==> config.mk <==
export PLATFORM = sky130hd
export DESIGN_NAME = data_mem_responder
export DESIGN_NICKNAME = d
export VERILOG_FILES = /design/src/rtl/data_mem_responder.sv
export SDC_FILE = /design/constraint.sdc
export NUM_CORES = 2
export LEC_CHECK = 0
export BUFFER_PORTS_ARGS = -buffer_cell sky130_fd_sc_hd__buf_2
export CAP_MARGIN = 20
export CORE_MARGIN = 1
export CORE_UTILIZATION = 55
export CTS_CLUSTER_DIAMETER = 80
export CTS_CLUSTER_SIZE = 16
export DETAILED_ROUTE_END_ITERATION = 10
export PLACE_DENSITY = 0.71
export SLEW_MARGIN = 20
export SYNTH_ARGS = -nofsm -noshare
export SYNTH_HDL_FRONTEND = slang
export SYNTH_SLANG_ARGS = --single-unit
==> constraint.sdc <==
create_clock -name clk -period 7.2 [get_ports clk]
set_input_delay 1.08 -clock clk [delete_from_list [all_inputs] [get_ports clk]]
set_output_delay 1.08 -clock clk [all_outputs]
set_load 0.02 [all_outputs]
==> src/rtl/data_mem_responder.sv <==
// Wait-stated data memory for the rv32i load/store bus: byte-lane stores, address error flags.
// Define DMEM_SIGNATURE_EN to build the sticky Done/Pass end-of-test signature detector.
module data_mem_responder #(
  parameter int          DEPTH_WORDS = 64,
  parameter int          WAIT_STATES = 1,
  parameter logic [31:0] SIG_ADDR    = 100,
  parameter logic [31:0] SIG_VALUE   = 25
) (
  input  logic        clk,
  input  logic        reset,
  input  logic        MemReq,
  input  logic        MemWrite,
  input  logic [31:0] DataAdr,
  input  logic [31:0] WriteData,
  input  logic [3:0]  ByteEn,
  output logic [31:0] ReadData,
  output logic        MemReady,
  output logic        AdrError,
  output logic        Done,
  output logic        Pass
);
  localparam int IW = $clog2(DEPTH_WORDS);

  typedef enum logic [1:0] {S_IDLE, S_WAIT, S_RESP} state_t;

  state_t      state, state_n;
  logic [3:0]  cnt;
  logic [31:0] adr_q, wdata_q;
  logic [3:0]  be_q;
  logic        write_q;
  logic [31:0] mem [DEPTH_WORDS];

  logic [31:0] nxt_adr;
  logic        nxt_wr;
  logic        resp_err;

  function automatic logic adr_bad(input logic [31:0] a);
    return (|a[1:0]) || (|a[31:IW+2]);
  endfunction

  // With zero wait states RESP follows accept directly, so the read must use the live bus.
  assign nxt_adr  = (state == S_IDLE) ? DataAdr  : adr_q;
  assign nxt_wr   = (state == S_IDLE) ? MemWrite : write_q;
  assign resp_err = adr_bad(adr_q);

  always_comb begin
    state_n = state;
    case (state)
      S_IDLE: if (MemReq) state_n = (WAIT_STATES == 0) ? S_RESP : S_WAIT;
      S_WAIT: if (cnt <= 4'd1) state_n = S_RESP;
      S_RESP: state_n = S_IDLE;
      default: state_n = S_IDLE;
    endcase
  end

  always_ff @(posedge clk) begin
    if (reset) begin
      state    <= S_IDLE;
      cnt      <= '0;
      adr_q    <= '0;
      wdata_q  <= '0;
      be_q     <= '0;
      write_q  <= 1'b0;
      ReadData <= '0;
    end else begin
      state <= state_n;
      if (state == S_IDLE && MemReq) begin
        adr_q   <= DataAdr;
        wdata_q <= WriteData;
        be_q    <= ByteEn;
        write_q <= MemWrite;
        cnt     <= 4'(WAIT_STATES);
      end else if (state == S_WAIT) begin
        cnt <= cnt - 4'd1;
      end
      if (state_n == S_RESP && state != S_RESP && !nxt_wr)
        ReadData <= adr_bad(nxt_adr) ? '0 : mem[nxt_adr[IW+1:2]];
    end
  end

  // No reset on the array; a commit needs the RESP edge to land without reset.
  always_ff @(posedge clk) begin
    if (!reset && state == S_RESP && write_q && !resp_err) begin
      for (int l = 0; l < 4; l++)
        if (be_q[l]) mem[adr_q[IW+1:2]][8*l +: 8] <= wdata_q[8*l +: 8];
    end
  end

  assign MemReady = (state == S_RESP);
  assign AdrError = (state == S_RESP) && resp_err;

`ifdef DMEM_SIGNATURE_EN
  always_ff @(posedge clk) begin
    if (reset) begin
      Done <= 1'b0;
      Pass <= 1'b0;
    end else if (state == S_RESP && write_q && !resp_err && !Done &&
                 adr_q == SIG_ADDR && be_q == 4'hF) begin
      Done <= 1'b1;
      Pass <= (wdata_q == SIG_VALUE);
    end
  end
`else
  logic unused_sig;
  assign unused_sig = ^{SIG_ADDR, SIG_VALUE};
  assign Done = 1'b0;
  assign Pass = 1'b0;
`endif
endmodule

[Word level (Yosys, flattened, before mapping)]
Memory sizes are Yosys's and may differ from the RTL's.
Index checks and enable logic that the tools add are counted.
W data, S select, Z words.
Operators by class
  add/subtract/negate cells: 1
  $lt $le $gt $ge: 1
  eq/ne operators: 4
  mux-type cells: 20
  reductions and logical operators: 19
Operator list (count)
  $mux W32: 2
  $reduce_or A24 Y1: 2
  $mux W1: 15
  $logic_and A1 B1 Y1: 7
  $reduce_or A2 Y1: 3
  $eq A2 B2 Y1 const B: 2
  $le A4 B1 Y1 const B: 1
  $mux W2: 2
  $pmux W2 S2: 1
  $sub A4 B1 Y4 const B: 1
  $logic_not A1 Y1: 3
  $eq A2 B1 Y1 const B: 1
  $logic_not A2 Y1: 1
  $logic_or A1 B1 Y1: 2
  $ne A2 B2 Y1 const B: 1
  $reduce_bool A2 Y1: 1
Word-level totals
  bits in registers: 107
  memory bits (writable): 2048
  output and inout bits: 36
  memories: 1
Memory list
  mem: depth 64, bits a word 32, rd ports 1, clocked after memory_dff 0, write ports 1, RTL line 31  | logic [31:0] mem [DEPTH_WORDS];

[Depth between registers and ports, before layout]
  depth in word-level cells: 6
  gate-level depth with buffers: 12
  gate-level depth less buffers: 9

[Least setup slack after synthesis]
Ideal clock, no wire load.
  kind: in2reg
  from: input port DataAdr[4]
  to: register ReadData[1]
  arrival: 2.874 ns
  required time: 7.080 ns
  path slack: 4.207 ns
  stages on the path: 10
  path buffers: 4
  cells stage by stage: clkbuf_1 > nor4b_1 > a31o_1 > buf_2 > buf_2 > clkbuf_1 > nand3_1 > nand4_1 > a41oi_1 > a211o_1
On the way
  cells in the longest elaborated chain, start to end: 3
Ends and longest elaborated chain
  start: declaration: RTL line 13  | input logic [31:0] DataAdr,
  $mux W32: RTL line 42  | assign nxt_adr = (state == S_IDLE) ? DataAdr : adr_q;
  $mem_v2 Z64 W32
  $mux W32: RTL line 77  | ReadData <= adr_bad(nxt_adr) ? '0 : mem[nxt_adr[IW+1:2]];
  end signal: assignment: RTL line 77
  end: declaration: RTL line 16  | output logic [31:0] ReadData,
No other way between the ends.
A chain may end at the register's enable or synchronous reset.

[Worst setup path in the final report]
  from: register state[0]
  to: register ReadData[26]
On the way
  cells in the longest elaborated chain, start to end: 5
Ends and longest elaborated chain
  start: declaration: RTL line 26  | state_t state, state_n;
  start signal: assignment: RTL line 66  | state <= state_n;
  branches (longest 5 deep; another with $mem_v2 Z64 W32)
Several ways; the timed one is not identified.

==> impl_metrics.ini <==
[synthesis]
synth_area_sq_um = 84300
synthCells = 6647
yosysWarnings = 0
synth_flop_cell = edfxtp_1
synthArstFlopShare_pct = 0
ys_seq_area_share_pct = 75.5
ys_ff_latch = 2155
synth.distinct_cells = 54
synth_edf_count = 2048
synth.avg_cell_area_sq_um = 12.7

[clocking]
clk_pin_slew_ns = 0.07
cts_sinks = 2155
root_buffer = clkbuf_16
postCtsSetupBuffers = 0
hold_buffers = 0
cts_max_level = 4
clockBufferDepth = 3
insertion_delay_ns = 0.83
numCtsBuffers = 152
cts_tree = done
cts.repair.resized = 0

[finish]
final_common_cell = nand2_1
drive_gt1_share_pct = 6.49
area_delta_synth_final_pct = 7.65
final_cell_mix = 2,222 x nand2_1, 2,048 x edfxtp_1, 757 x nand3_1, 275 x nor2_1, 255 x a31oi_1
fin_nets = 6647

[power_and_ir_drop]
leakagePower_nw = 30.0
ir_drop_mv = 0.287
seqPwrFrac_pct = 55.4
internal_power_mw = 18.7
pwr-share-clk_pct = 32.9
switchingPower_mw = 6.42
p_comb_share_pct = 11.7
swShare_pct = 25.6
power.density_nw_per_um2 = 276

[sta]
drv_slew = 0
fin_worst_skew_ns = 0.0328
slew_headroom_pct = 28.8
rsz0062_at_grt = false
fmax_ghz = 0.229
final.min_clock_period_ns = 4.36
hold_viol = 0
tightest_slew_ns = 1.06
worst_slack_ns = 2.84
setup_tns_ns = 0
post-route-period-util_pct = 60.6
setup_viol = 0

[worst_setup_path]
setup.worst_path.class = reg2reg
cp-start-kind = register
path_max_fanout = 33
crit_required_ns = 7.92
crit_arrival_ns = 5.08
cp-end-kind = register

[floorplan]
die_y_microns = 394
initial_core_util_pct = 55.4
io_pins = 108
core_area_sq_um = 152000
dieArea_sq_um = 155000
rows = 143
die_w_microns = 394

[global_route]
antenna_found_initial = 15
busiest_layer = met2
grt_pass1_wl_microns = 343000
grt_max_degree = 150
grt_pass1_vias = 50900
overflow = 0
met2_usage_pct = 45.5
use_met1_pct = 42.1
gr-usage-met3_pct = 6.89
grt_usage_pct = 30.2

[flow_run]
cap_violations = 0

[route]
ant_nets = 0
wl_per_cell_microns = 27.2
drtIter0Drc = 8689
via_count = 54700
drc_errors = 0
first_pass_iters = 6
routed_via_density = 6.28
routed_wl_microns = 237000

[placed_design]
portBuffers = 105
place_congestion = 0.907
post-place-ws_ns = 2.57
hpwl_microns = 137000

[worst_hold_path]
min_path_type = reg2reg

[status]
status = finished, final reports clean
## layout make-up
type / instances / area (sq um)
antenna: 11 / 27.5
sequential: 2155 / 63700
clock buffer: 249 / 4370
clock inverter: 7 / 87.6
inverter: 6 / 22.5
timing repair buffer: 206 / 1500
tap: 2030 / 2540
fill: 11600 / 61300
multi-input combinational: 4052 / 18500
## power by group through the flow
stage	registers, mW	logic, mW	clock network (mW)
final	13.9	2.93	8.26
after floorplan	14.3	1.80	0
after global placement	14.2	2.82	0
after CTS	13.9	2.88	8.29
after detailed placement	14.2	2.87	0
after global routing	13.9	3.13	8.74
## worst max-delay path: stages (launching register included)
cell and delay, ns:
dfxtp_1 0.50, nor2_2 0.86, nor3b_1 0.19, a31oi_4 0.19
buf_4 0.58, buf_4 0.59, a31oi_1 0.12, nand4_1 0.28
a41oi_1 0.44, a211o_1 0.41
## path summary, 6_finish.rpt
path,cells after the start,start,end,slack [ns]
max,9,state[0],ReadData[26],2.84
min,0,wdata_q[7],mem[28][7],0.45
max reg2reg,9,state[0],ReadData[26],2.84
min reg2reg,0,wdata_q[7],mem[28][7],0.45
## state kept, by name, summed over array words and instances (netlist names)
name,flops
ReadData,32
adr_q,32
be_q,4
cnt,4
mem,2048
state,2
wdata_q,32
write_q,1
## cells by family (layout without fill, tap and decap cells)
logic type      after synthesis  in the layout  share of synthesized area [%]
fa+ha+maj                     2              2                         0.0297
simple gates               3577           3577                           18.0
mux                          14             14                          0.188
buf+inv                     441            468                           2.67
other cells                   1             13                        0.00445
compound gates              457            457                           3.62
flops                      2155           2155                           75.5
## cell usage after synthesis, types with 2 or more instances
master    instances  share of area, %
buf_2           178               1.1
a211oi_1          9             0.080
a21o_1            2             0.018
a31oi_1         258               1.9
or2_1             2             0.015
o21ai_0           3             0.018
nor4_1           16              0.12
a41oi_1          62              0.64
nor2_1          276               1.2
clkbuf_1        175              0.78
nor2b_1           3             0.022
and2_1            2             0.015
a32oi_1           5             0.052
mux2_2            2             0.027
and3_1           11             0.082
nand3_1         757               4.5
edfxtp_1       2048                73
nand4_1         250               1.9
nand2_1        2227               9.9
nor3b_1           9             0.080
o21bai_1          2             0.018
dfxtp_1         107               2.5
nor3_1            9             0.053
buf_1            28              0.12
a211o_1          31              0.32
ha_1              2             0.030
nand2b_1          5             0.037
mux2i_1          10              0.12
inv_1             6             0.027
a22oi_1           2             0.018
buf_4             8             0.071
or3_1             2             0.015
buf_6            45              0.60
a21oi_1          75              0.45
## through the flow
stage               hold slack, ns  instances  cell area [sq um]  power (mW)  utilization, %
floorplan                    0.436       6648              84300        16.1               -
CTS                          0.453       8705              90700        25.1            59.7
finish                       0.449       8716              90800        25.1            59.7
detailed placement           0.440       8449              86300        17.0            56.7
global placement             0.435       8449              86300        17.0            56.7
global route                 0.469       8706              90700        25.8            59.7
## metal layers
metal / part of all wire [%] / up-vias / wire length (microns)
li1: - / 23900 / -
met1: 38 / 26900 / 90000
met2: 46 / 3426 / 108000
met3: 12 / 520 / 27600
met4: 4.7 / 26 / 11200
met5: 0.068 / - / 162
No activity file was read; power rests on OpenSTA's default activity.
